<file path="src/rtl/led_stretch_pkg.sv">
// Shared types and constants for the LED event stretcher.
// State encoding, default 100 MHz tick constants, and a small helper for sizing.
package led_stretch_pkg;

  typedef enum logic [1:0] {
    ST_IDLE = 2'd0,
    ST_ON   = 2'd1,
    ST_GAP  = 2'd2
  } state_e;

  localparam int unsigned CLK_HZ        = 100_000_000;
  // 50 ms lit and 50 ms dark at 100 MHz
  localparam int unsigned DEF_ON_TICKS  = CLK_HZ / 20;
  localparam int unsigned DEF_GAP_TICKS = CLK_HZ / 20;

  function automatic int unsigned max_u(input int unsigned a, input int unsigned b);
    return (a > b) ? a : b;
  endfunction

endpackage

</file>
<file path="src/rtl/led_event_stretcher_tick_counter.sv">
// Down-counter shared by the ON and GAP phases.
// Loads a value, counts down to zero and holds there; done_o is high at zero.
module tick_counter #(
  parameter int unsigned WIDTH = 8
) (
  input  logic             clk,
  input  logic             rst_n,
  input  logic             load_i,
  input  logic [WIDTH-1:0] load_val_i,
  output logic             done_o
);

  logic [WIDTH-1:0] cnt_q;

  // Load has priority; otherwise decrement, saturating at zero
  always_ff @(posedge clk or negedge rst_n) begin
    if (!rst_n) begin
      cnt_q <= '0;
    end else if (load_i) begin
      cnt_q <= load_val_i;
    end else if (cnt_q != '0) begin
      cnt_q <= cnt_q - WIDTH'(1);
    end
  end

  assign done_o = (cnt_q == '0);

endmodule

</file>
<file path="src/rtl/led_event_stretcher.sv">
// LED event stretcher: turns single-cycle event strobes into visible LED bursts
// separated by dark gaps, queueing events that arrive during a burst.
// Optional feature macro: LED_STRETCH_PWM_EN (dims the lit phase with a PWM).
module led_event_stretcher
  import led_stretch_pkg::*;
#(
  parameter int unsigned ON_TICKS   = DEF_ON_TICKS,
  parameter int unsigned GAP_TICKS  = DEF_GAP_TICKS,
  parameter int unsigned PEND_W     = 4,
  parameter int unsigned PWM_PERIOD = 16,
  parameter int unsigned PWM_DUTY   = 8
) (
  input  logic              clk,
  input  logic              reset_n,
  input  logic              event_p,
  input  logic              clear,
  output logic              led,
  output logic              busy,
  output logic [PEND_W-1:0] pending,
  output logic              overflow
);

  localparam int unsigned       CNT_W    = $clog2(max_u(ON_TICKS, GAP_TICKS) + 1);
  localparam logic [CNT_W-1:0]  ON_LOAD  = CNT_W'(ON_TICKS - 1);
  localparam logic [CNT_W-1:0]  GAP_LOAD = CNT_W'(GAP_TICKS - 1);
  localparam logic [PEND_W-1:0] PEND_MAX = '1;

  logic [1:0]        rst_sync_q;
  logic              rst_n;
  state_e            state_q, state_d;
  logic [PEND_W-1:0] pend_q, pend_d;
  logic              ovf_q, ovf_d;
  logic              led_q, led_d;
  logic              busy_q;
  logic              start_req, start, take_q, ev_left;
  logic              tick_done, cnt_load;
  logic [CNT_W-1:0]  cnt_val;

  // Reset asserts asynchronously, releases on a clock edge
  always_ff @(posedge clk or negedge reset_n) begin
    if (!reset_n) begin
      rst_sync_q <= '0;
    end else begin
      rst_sync_q <= {rst_sync_q[0], 1'b1};
    end
  end

  assign rst_n = rst_sync_q[1];

  tick_counter #(
    .WIDTH(CNT_W)
  ) u_tick (
    .clk       (clk),
    .rst_n     (rst_n),
    .load_i    (cnt_load),
    .load_val_i(cnt_val),
    .done_o    (tick_done)
  );

  // Next state, counter loads and pending-queue bookkeeping
  always_comb begin
    state_d   = state_q;
    start     = 1'b0;
    cnt_load  = 1'b0;
    cnt_val   = ON_LOAD;
    start_req = (pend_q != '0) | (event_p & ~clear);
    unique case (state_q)
      ST_IDLE: begin
        if (start_req) begin
          state_d  = ST_ON;
          start    = 1'b1;
          cnt_load = 1'b1;
        end
      end
      ST_ON: begin
        if (tick_done) begin
          state_d  = ST_GAP;
          cnt_load = 1'b1;
          cnt_val  = GAP_LOAD;
        end
      end
      ST_GAP: begin
        if (tick_done) begin
          if (start_req) begin
            state_d  = ST_ON;
            start    = 1'b1;
            cnt_load = 1'b1;
          end else begin
            state_d = ST_IDLE;
          end
        end
      end
      default: state_d = ST_IDLE;
    endcase

    // A start drains the queue first; the live strobe is used only when the queue is empty
    take_q  = start & (pend_q != '0);
    ev_left = event_p & ~(start & (pend_q == '0));

    pend_d = pend_q;
    ovf_d  = 1'b0;
    if (clear) begin
      pend_d = '0;
    end else if (ev_left & ~take_q) begin
      if (pend_q == PEND_MAX) begin
        ovf_d = 1'b1;
      end else begin
        pend_d = pend_q + PEND_W'(1);
      end
    end else if (~ev_left & take_q) begin
      pend_d = pend_q - PEND_W'(1);
    end
  end

`ifdef LED_STRETCH_PWM_EN
  localparam int unsigned PWM_W = (PWM_PERIOD > 1) ? $clog2(PWM_PERIOD) : 1;

  logic [PWM_W-1:0] pwm_q, pwm_d;

  // Free-running PWM phase, restarted on every burst so each burst opens lit
  always_comb begin
    if (start || (32'(pwm_q) >= PWM_PERIOD - 1)) begin
      pwm_d = '0;
    end else begin
      pwm_d = pwm_q + PWM_W'(1);
    end
  end

  // PWM phase register
  always_ff @(posedge clk or negedge rst_n) begin
    if (!rst_n) begin
      pwm_q <= '0;
    end else begin
      pwm_q <= pwm_d;
    end
  end

  assign led_d = (state_d == ST_ON) & (32'(pwm_d) < PWM_DUTY);
`else
  assign led_d = (state_d == ST_ON);
`endif

  // FSM state and registered outputs
  always_ff @(posedge clk or negedge rst_n) begin
    if (!rst_n) begin
      state_q <= ST_IDLE;
      pend_q  <= '0;
      ovf_q   <= 1'b0;
      led_q   <= 1'b0;
      busy_q  <= 1'b0;
    end else begin
      state_q <= state_d;
      pend_q  <= pend_d;
      ovf_q   <= ovf_d;
      led_q   <= led_d;
      busy_q  <= (state_d != ST_IDLE);
    end
  end

  assign led      = led_q;
  assign busy     = busy_q;
  assign pending  = pend_q;
  assign overflow = ovf_q;

endmodule
</file>
<file path="config.mk">
export PLATFORM = sky130hd
export DESIGN_NAME = led_event_stretcher
export DESIGN_NICKNAME = d
export VERILOG_FILES = /design/src/rtl/led_stretch_pkg.sv /design/src/rtl/led_event_stretcher_tick_counter.sv /design/src/rtl/led_event_stretcher.sv
export SDC_FILE = /design/constraint.sdc
export NUM_CORES = 1
export LEC_CHECK = 0
export BUFFER_PORTS_ARGS = -buffer_cell sky130_fd_sc_hd__buf_4
export CORE_ASPECT_RATIO = 1.1
export CORE_UTILIZATION = 54
export CTS_CLUSTER_DIAMETER = 50
export DETAILED_ROUTE_END_ITERATION = 10
export GPL_ROUTABILITY_DRIVEN = 0
export PLACE_DENSITY_LB_ADDON = 0.3
export SLEW_MARGIN = 0
export SYNTH_ARGS = -nofsm -noshare
export SYNTH_HDL_FRONTEND = slang
export SYNTH_SLANG_ARGS = --single-unit
</file>
<file path="constraint.sdc">
create_clock -name clk -period 1 [get_ports clk]
set_input_delay 0 -clock clk [delete_from_list [all_inputs] [get_ports clk]]
set_output_delay 0 -clock clk [all_outputs]
set_load 0.02 [all_outputs]
</file>
# --- Word-level counts from Yosys, hierarchy flattened ---
# Index checks and enable logic that the tools add are counted.
totals:
  input_bits: 4
  output_inout_bits: 7
  elab_cells: 54
  reg_bits: 34
op_classes:
  n_reduce_logical: 9
  add_sub_neg: 3
  eq_ne: 5
  n_mux: 19
  n_bitwise: 11
op_table:
  columns: ["operator", "count"]
  rows:
  - ["two-way mux 23 bit", 2]
  - ["zero test 23 bit", 1]
  - ["nonzero test 23 bit", 1]
  - ["subtractor 23 x 1 -> 23 bit (second input constant)", 1]
  - ["two-way mux 4 bit", 4]
  - ["two-way mux 1 bit", 7]
  - ["bitwise AND 1 bit", 6]
  - ["two-way mux 2 bit", 3]
  - ["case mux 2 bit (3 select lines)", 1]
  - ["adder 4 x 1 -> 4 bit (second input constant)", 1]
  - ["== test 2 x 1 -> 1 bit (second input constant)", 2]
  - ["== test 4 bit (second input constant)", 1]
  - ["zero test 4 bit", 1]
  - ["inverter 1 bit", 4]
  - ["nonzero test 2 bit", 2]
  - ["nonzero test 4 bit", 1]
  - ["subtractor 4 x 1 -> 4 bit (second input constant)", 1]
  - ["inequality test 3 bit (second input constant)", 1]
  - ["case mux 1 bit (3 select lines)", 1]
  - ["nonzero test 3 bit", 1]
  - ["== test 2 bit (second input constant)", 1]
  - ["zero test 2 bit", 1]
  - ["case mux 1 bit (2 select lines)", 1]
  - ["AND reduction 2 bit", 1]
  - ["OR 1 bit", 1]

# --- Longest topological paths before layout ---
# Gate-level depths: netlist of the first run.
logic_depth:
  word_depth: 14
  depth_mapped: 12
  mapped_depth_nobuf: 12

# --- By module ---
# A second synthesis of the first run with hierarchy kept.
unflattened:
  hier_cells: 202
  area_unflattened_um2: 1959.4
modules_own_cells:
  columns: ["module", "cells_per_inst", "seq_area_each_um2", "instances", "area_each_um2"]
  rows:
  - ["tick_counter", 137, 575.6, 1, 1305.0]
  - ["led_event_stretcher", 65, 275.3, 1, 654.4]

# --- Least setup slack after synthesis of the first run ---
# Ideal clock, no wire load.
synth_path:
  kind: "register to register"
  from: "reg u_tick.cnt_q[8]"
  to: "reg pend_q[3] (netlist: pending[3])"
  path_buffers: 1
  setup_ns: 0.125
  synth_period_minus_slack_ns: 3.107
  arrival_ns: 2.982
  t_required_ns: 0.875
  stages_incl_launch_ff: 13
  slack_ns: -2.107
  path_cell_list: "dfrtp_1 or3_4 or4_1 buf_4 nor4_4 o21ai_0 nand2_1 ha_1 a21o_1 a21oi_1 nand2_1 mux2i_1 mux2_2"
synth_via:
  elab_chain_len: 10
  word_cells_on_any_way: 16
  cone_classes: "eq/ne (1); mux (4); bitwise (8); reduce/logical (3)"
synth_lines:
  columns: ["item", "line_no", "text"]
  rows:
  - ["from (decl)", "led_event_stretcher_tick_counter.sv:13", "logic [WIDTH-1:0] cnt_q;"]
  - ["from (signal assigned)", "led_event_stretcher_tick_counter.sv:20", "cnt_q <= load_val_i;"]
  - ["from (signal assigned)", "led_event_stretcher_tick_counter.sv:22", "cnt_q <= cnt_q - WIDTH'(1);"]
  - ["zero test 23 bit *", "led_event_stretcher_tick_counter.sv:26", "assign done_o = (cnt_q == '0);"]
  - ["two-way mux 1 bit *", "led_event_stretcher.sv:83", "if (tick_done) begin"]
  - ["case mux 1 bit (2 select lines) *", "led_event_stretcher.sv:67", "unique case (state_q)"]
  - ["bitwise AND 1 bit", "led_event_stretcher.sv:98", "ev_left = event_p & ~(start & (pend_q == '0));"]
  - ["inverter 1 bit", "led_event_stretcher.sv:98", null]
  - ["bitwise AND 1 bit", "led_event_stretcher.sv:98", null]
  - ["inverter 1 bit", "led_event_stretcher.sv:110", "end else if (~ev_left & take_q) begin"]
  - ["bitwise AND 1 bit", "led_event_stretcher.sv:110", null]
  - ["nonzero test 3 bit (no line)", null, null]
  - ["AND reduction 2 bit (no line)", null, null]
  - ["to (signal assigned)", "led_event_stretcher.sv:153", "pend_q <= pend_d;"]
  - ["to (decl)", "led_event_stretcher.sv:31", "logic [PEND_W-1:0] pend_q, pend_d;"]
# Every way passes the cells marked *; elsewhere a longest branch is shown, timed or not.
# A chain may end at the register's enable or synchronous reset.

# --- Worst setup path in the final report of the first run ---
# Same ends and word-level chain as after synthesis.

==> impl_metrics.json, run 1 <==
{
  "die_w_um": 57.48,
  "synth_top_flop_cell": "dfrtp_1",
  "synthesis.area_um2": 1828,
  "start_util_pct": 58.46,
  "rrSetupSlack_ns": -2.04,
  "core.rowCount": 21,
  "synth_seq_area_share_pct": 46.54,
  "path_class": "flip-flop to flip-flop",
  "first_pass_iters": 10,
  "grt_pass1_wl_um": 9618,
  "yosys.cell_types.count": 46,
  "syn_to_final_growth_pct": 56.19,
  "timing.final.ws_setup_ns": -2.039,
  "finalPower_mw": 4.268,
  "pwr-share-clk_pct": 24.9,
  "cp.depth": 11,
  "critPathLaunchType": "flip-flop",
  "fin_crit_sh_pct": 303.9,
  "r2r_cells": 11,
  "swShare_pct": 33.33,
  "port_buffers": 10,
  "dr.first_iter.drc_count": 269,
  "grt-ovfl-total": 0,
  "synth_top_area_share_pct": 46.54,
  "antenna_found_initial": 0,
  "fp.coreArea_um2": 3127,
  "synth_edf_count": 0,
  "syn_inst": 184,
  "maxSlewHeadroom_pct": 64.89,
  "dieArea_um2": 3622,
  "dieHeight_um": 63.02,
  "crit_buf_inv": 0,
  "worstSetupEndpoint": "pending[3]",
  "hpwl_um": 3386,
  "p_comb_share_pct": 34.7,
  "ys_warn_count": 0,
  "worst_pin_slew_ns": 0.5219,
  "syn-num-nets": 192,
  "crit_chain": "or3_4, or4_4, nor4_4, o21ai_2, nand2_2, ha_1, a21o_1, a21oi_2, nand2_1, mux2i_1, mux2_2",
  "cp.required_ns": 1.28,
  "vias": 2057,
  "slew_viol_final": 0,
  "grt_max_degree": 33,
  "setup_viol": 36,
  "final_hold_viol_count": 0,
  "layout-drive-gt1-share_pct": 51.29,
  "period_minus_slack_ns": 3.039,
  "reg2reg_from": "u_tick.cnt_q[8]",
  "p_per_area_nw_per_um2": 1495,
  "synth.area.top_cells": "dfrtp_1 47%, xor2_1 5.3%, nor2_1 4.9%, nand2_1 3.5%, mux2_2 3.1%",
  "stdcell_count": 305,
  "status": "finished, violations left",
  "vias_per_cell": 6.744,
  "cts_tree": "built",
  "wire_per_inst_um": 24.57,
  "drc": 2,
  "clock_skew_ns": 0.02546,
  "hold_path.class": "input pin to flip-flop",
  "power_frac_seq_pct": 40.4,
  "h-tree-depth": 2,
  "worstSkewPairLatency_ns": 0.37,
  "io_pins": 11,
  "cts_sinks": 34,
  "leakage_nw": 1.293,
  "power.internal_mw": 2.845,
  "synthArstFlopShare_pct": 100.0,
  "drtAntennaViolNets": 0,
  "end_kind": "flip-flop",
  "cts_root_buf": "clkbuf_4",
  "crit_fanout": 2,
  "max-clock-path-buffers": 2,
  "grt_setup_unrepaired": "yes",
  "fmax_mhz": 329.1,
  "yosysMostFrequentCell": "dfrtp_1",
  "n_fill_cell": 109,
  "max_stage_delay_ns": 0.45,
  "synth_area_per_cell_um2": 9.935,
  "slowest_stage": "or4_4",
  "p_sw_mw": 1.423,
  "routed_wl_um": 7494,
  "grt_pass1_vias": 2011,
  "hold_slack_ns": 0.1752,
  "dp_cells": 277,
  "path_clk_slew_ns": 0.13,
  "vdd_ir_drop_max_uv": 1308,
  "ys_seq_elements": 34,
  "yosys.area.top_type": "dfrtp_1",
  "worstPathArrival_ns": 3.31,
  "crit_path_start": "u_tick.cnt_q[8]",
  "antenna_cells": 0,
  "cts_inserted_buffers": 5,
  "crit_family": "simple AND/OR/NAND/NOR gates",
  "maxCapViolCount": 0,
  "timing.rr.end": "pending[3]",
  "violations": "design-rule violations, negative setup slack",
  "nets": 278,
  "grtUsageTotal_pct": 36.40,
  "synthTopCellsByCount": "34 x dfrtp_1, 24 x nor2_1, 17 x nand2_1"
}
logic make-up after synthesis:
kind of cell / count (synthesis) / synth area share, %
AOI/OAI and AO/OA: 24 / 8.214
xor gates and xnor gates: 15 / 7.187
adders and majority gates: 4 / 3.149
buffers and inverters: 14 / 3.970
DFF: 34 / 46.54
muxes: 7 / 4.380
other: 1 / 0.2051
and+or+nand+nor: 85 / 26.35
area by class of cell:
| type | count | area (um2) | share of cell area [%] |
|---|---|---|---|
| well taps | 34 | 42.54 | 1.490 |
| clock buffers | 5 | 37.54 | 1.315 |
| inverters | 7 | 26.28 | 0.9202 |
| flip-flops and latches | 34 | 852.1 | 29.84 |
| multi-input cells | 138 | 1136 | 39.79 |
| repair buffers | 84 | 715.7 | 25.07 |
| clock inverters | 3 | 45.04 | 1.578 |
tightest hold or removal path, delay by kind of cell:
family	cells	cell delay (ns)
buf+inv	3	0.38
simple gates	2	0.14
sequential cells by signal, summed over array words and instances (netlist names):
register / count
busy: 1
led: 1
overflow: 1
pending: 4
rst_sync_q: 2
state_q: 2
u_tick.cnt_q: 23
layer usage:
layer,global-route usage (%),wire [um],vias up
met1,37.03,2421,965
li1,-,-,821
met4,22.87,696,0
met3,8.696,660,76
met5,0,0,-
met2,64.97,3715,195
placed cells by master (no fill, tap or decap), types with 2 or more instances in the layout:
cell type and n:
nor3_1 5, o31ai_1 2, o21ai_2 4, or4_4 5, mux2_2 4, nand3b_1 3
nor4_4 4, xor2_1 11, and3b_1 3, nor2_1 18, nand2_1 12, nand2_2 3
nand4_1 3, o21ai_1 2, xnor2_1 4, dlygate4sd3_1 2, ha_1 3, nand2_4 2
or4_1 2, nand3_2 4, nor2b_1 2, a21oi_1 3, nor2_2 5, buf_4 65
clkinvlp_4 2, buf_6 14, inv_1 7, nor2_4 2, dfrtp_1 33, or3_4 3
nor4_1 2, clkbuf_4 5, o21ai_0 2, buf_8 2
metrics by stage:
stage,setup TNS [ns],area (um2),utilization (%),setup slack [ns]
after CTS,-45.97,2721,87.03,-1.940
after global routing,-51.92,2855,91.32,-2.151
after detailed placement,-46.83,2337,74.75,-2.072
after floorplan,-41.55,1838,-,-2.007
after global placement,-45.13,2337,74.75,-1.908
final,-50.41,2855,91.32,-2.039
how the worst min path moves through the flow:
stage / start / to / slack (ns) / cells after the start
2_1_floorplan: reset_n / rst_sync_q[0] / -0.30 / 0
3_3_place_gp: reset_n / rst_sync_q[0] / -0.22 / 1
3_5_place_dp: reset_n / rst_sync_q[0] / -0.22 / 1
4_1_cts: clear / pending[3] / 0.15 / 4
5_1_grt: event_p / overflow / 0.15 / 5
6_report: event_p / overflow / 0.18 / 5
power by group through the flow:
stage                     clock network (mW)  registers [mW]  logic, mW
final                                   1.06            1.73       1.48
after global routing                    1.13            1.73       1.57
after CTS                               1.03            1.69       1.32
after detailed placement                   0            1.71       1.23
after global placement                     0            1.70       1.15
after floorplan                            0            1.83      0.492
repair_timing:
item	in CTS	in global routing
pin swaps	25	19
setup buffers	9	9
gates resized for setup	51	22
hold buffers	2	0
endpoints found under the hold margin	2	0
setup endpoints to repair	36	36
gates cloned	2	1
No activity file was read; power rests on OpenSTA's default activity.
==> run 2, diff against run 1 <==
--- a/config.mk
+++ b/config.mk
@@ -7,7 +7,7 @@
 export LEC_CHECK = 0
 export BUFFER_PORTS_ARGS = -buffer_cell sky130_fd_sc_hd__buf_4
 export CORE_ASPECT_RATIO = 1.1
-export CORE_UTILIZATION = 54
+export CORE_UTILIZATION = 55
 export CTS_CLUSTER_DIAMETER = 50
 export DETAILED_ROUTE_END_ITERATION = 10
 export GPL_ROUTABILITY_DRIVEN = 0
==> constraint.sdc (replaced) <==
create_clock -name clk -period 3.7 [get_ports clk]
set_input_delay 0 -clock clk [delete_from_list [all_inputs] [get_ports clk]]
set_output_delay 0 -clock clk [all_outputs]
set_load 0.02 [all_outputs]
==> run 2 against run 1 <==
  * The run ends with design-rule violations left
  * Largest cell class unchanged
  * Global-route usage decreased by 14 points
  * Fmax decreased by 8.2%
  * Clock skew decreased by 0.018 ns
  * Setup slack better by 2.4 ns
  * Wire length fell by 53%
  * First-iteration DRC count down 80%
  * Core utilization is 26 points lower
  * Hold slack got worse by 0.12 ns
==> impl_metrics.json, run 2 (synthesis results as in run 1) <==
{
  "routed_wl_um": 3519,
  "grt_pass1_vias": 1395,
  "vdd_ir_drop_max_uv": 289.8,
  "cts_sinks": 34,
  "syn_to_final_growth_pct": 10.06,
  "postCtsSetupBuffers": 0,
  "fp.coreArea_um2": 3100,
  "p_per_area_nw_per_um2": 441.5,
  "pwr-share-clk_pct": 24.3,
  "vias_per_cell": 5.932,
  "grt-ovfl-total": 0,
  "antenna_cells": 0,
  "layout_common_cells": "34 x dfrtp_1, 24 x nor2_1, 17 x nand2_1, 13 x buf_4, 11 x xor2_1",
  "timing.final.ws_setup_ns": 0.3906,
  "fin_crit_sh_pct": 89.44,
  "finalPower_mw": 0.8882,
  "first_pass_iters": 7,
  "crit_fanout": 6,
  "utilization_pct": 64.89,
  "setup_tns_ns": 0,
  "antenna_found_initial": 0,
  "mostFrequentLayoutCell": "dfrtp_1",
  "path_class": "flip-flop to flip-flop",
  "clock_skew_ns": 0.007110,
  "slew_viol_final": 0,
  "worstSkewPairLatency_ns": 0.34,
  "vias": 1394,
  "period_minus_slack_ns": 3.309,
  "end_kind": "flip-flop",
  "start_util_pct": 58.96,
  "grt_pass1_wl_um": 6113,
  "violations": "design-rule violations",
  "p_comb_share_pct": 20.6,
  "cts_tree": "built",
  "fmax_mhz": 302.2,
  "crit_top_cell": "nand2_1",
  "rrSetupSlack_ns": 0.39,
  "layout-drive-gt1-share_pct": 15.92,
  "dieArea_um2": 3559,
  "slowest_stage": "or4_1",
  "post-place-ws_ns": 0.4169,
  "maxSlewHeadroom_pct": 50.87,
  "setup_viol": 0,
  "hold_buffers": 3,
  "worst_pin_slew_ns": 0.7308,
  "max-clock-path-buffers": 2,
  "grtUsageTotal_pct": 22.60,
  "ctsResizeCount": 0,
  "final_hold_viol_count": 0,
  "io_pins": 11,
  "grt_setup_unrepaired": "no",
  "leakage_nw": 0.8724,
  "cp.required_ns": 3.93,
  "swShare_pct": 31.25,
  "drc": 4,
  "drtAntennaViolNets": 0,
  "max_stage_delay_ns": 0.57,
  "dieHeight_um": 62.47,
  "port_buffers": 10,
  "worstPathArrival_ns": 3.54,
  "grt_max_degree": 33,
  "cts_root_buf": "clkbuf_4",
  "cts_inserted_buffers": 5,
  "die_w_um": 56.97,
  "seq_area_um2": 850.8,
  "n_fill_cell": 268,
  "core.rowCount": 21,
  "crit_buf_inv": 0,
  "crit_family": "simple AND/OR/NAND/NOR gates",
  "status": "finished, violations left",
  "path_clk_slew_ns": 0.10,
  "nets": 208,
  "dr.first_iter.drc_count": 55,
  "post-route-cell-area_um2": 2012,
  "multi_input_area_um2": 904.6,
  "hpwl_um": 2511,
  "critPathLaunchType": "flip-flop",
  "maxCapViolCount": 0,
  "largest_reg_flops": 23,
  "wire_per_inst_um": 14.97,
  "power_frac_seq_pct": 55.2,
  "crit_chain": "or3_1, or4_1, nor4_4, o21ai_0, nand2_1, ha_1, a21o_1, a21oi_1, nand2_1, mux2i_1, mux2_2",
  "h-tree-depth": 2,
  "power.internal_mw": 0.6106,
  "largest-register": "u_tick.cnt_q",
  "p_sw_mw": 0.2776,
  "hold_path.class": "input pin to flip-flop",
  "place_area_um2": 1922
}
## run 2: changes by cell type in the layout (fill, tap and decap cells not counted), sizes merged
cell,change
dlygate4sd3,+1
clkinvlp,-2
bufinv,-1
clkbuf,+2
o21a,-1
or4,-1
clkinv,+1
buf,-69
## run 2: worst paths after layout
| kind | from | endpoint | cells after the start |
|---|---|---|---|
| max | u_tick.cnt_q[13] | pending[3] | 11 |
| min | clear | pending[1] | 3 |
| max reg2reg | u_tick.cnt_q[13] | pending[3] | 11 |
| min reg2reg | rst_sync_q[1] | led | 1 |
| max in group asynchronous | reset_n | rst_sync_q[1] | 3 |
| min in group asynchronous | rst_sync_q[1] | led | 1 |
## run 2: final cells by class
| class | count | share of cell area [%] |
|---|---|---|
| Tap cell | 34 | 2.114 |
| Sequential cell | 34 | 42.29 |
| Clock buffer | 7 | 2.736 |
| Inverter | 7 | 1.306 |
| Timing Repair Buffer | 16 | 6.343 |
| Clock inverter | 1 | 0.2488 |
| Multi-Input combinational cell | 136 | 44.96 |
## run 2: power by group through the flow
stage                     combinational [mW]  clock, mW  sequential, mW
after floorplan                        0.132          0           0.495
after global placement                 0.172          0           0.492
after detailed placement               0.181          0           0.496
after CTS                              0.185      0.223           0.489
after global routing                   0.209      0.239           0.496
final                                  0.183      0.215           0.490
## run 2: worst reg2reg max path, delay by kind of cell, from the launching register on
| kind | cells | cell delay [ns] |
|---|---|---|
| adder cells (fa/ha/maj) | 1 | 0.25 |
| flip-flops | 1 | 0.42 |
| AND/OR/NAND/NOR | 5 | 1.51 |
| multiplexers | 2 | 0.50 |
| AO/OA/AOI/OAI | 3 | 0.52 |
## run 2: layer usage
metal,global-route usage [%],wire (um),vias up
li1,-,-,676
met1,25.75,1531,683
met2,38.09,1781,25
met3,6.418,122,10
met4,11.59,83,0
met5,0,0,-
## run 2: per-stage QoR
| stage | hold slack [ns] | std cells |
|---|---|---|
| final | 0.05482 | 235 |
| after global routing | 0.05740 | 235 |
| after CTS | 0.04112 | 235 |
| after detailed placement | -0.2152 | 224 |
| after global placement | -0.2181 | 224 |
| after floorplan | -0.2956 | 184 |
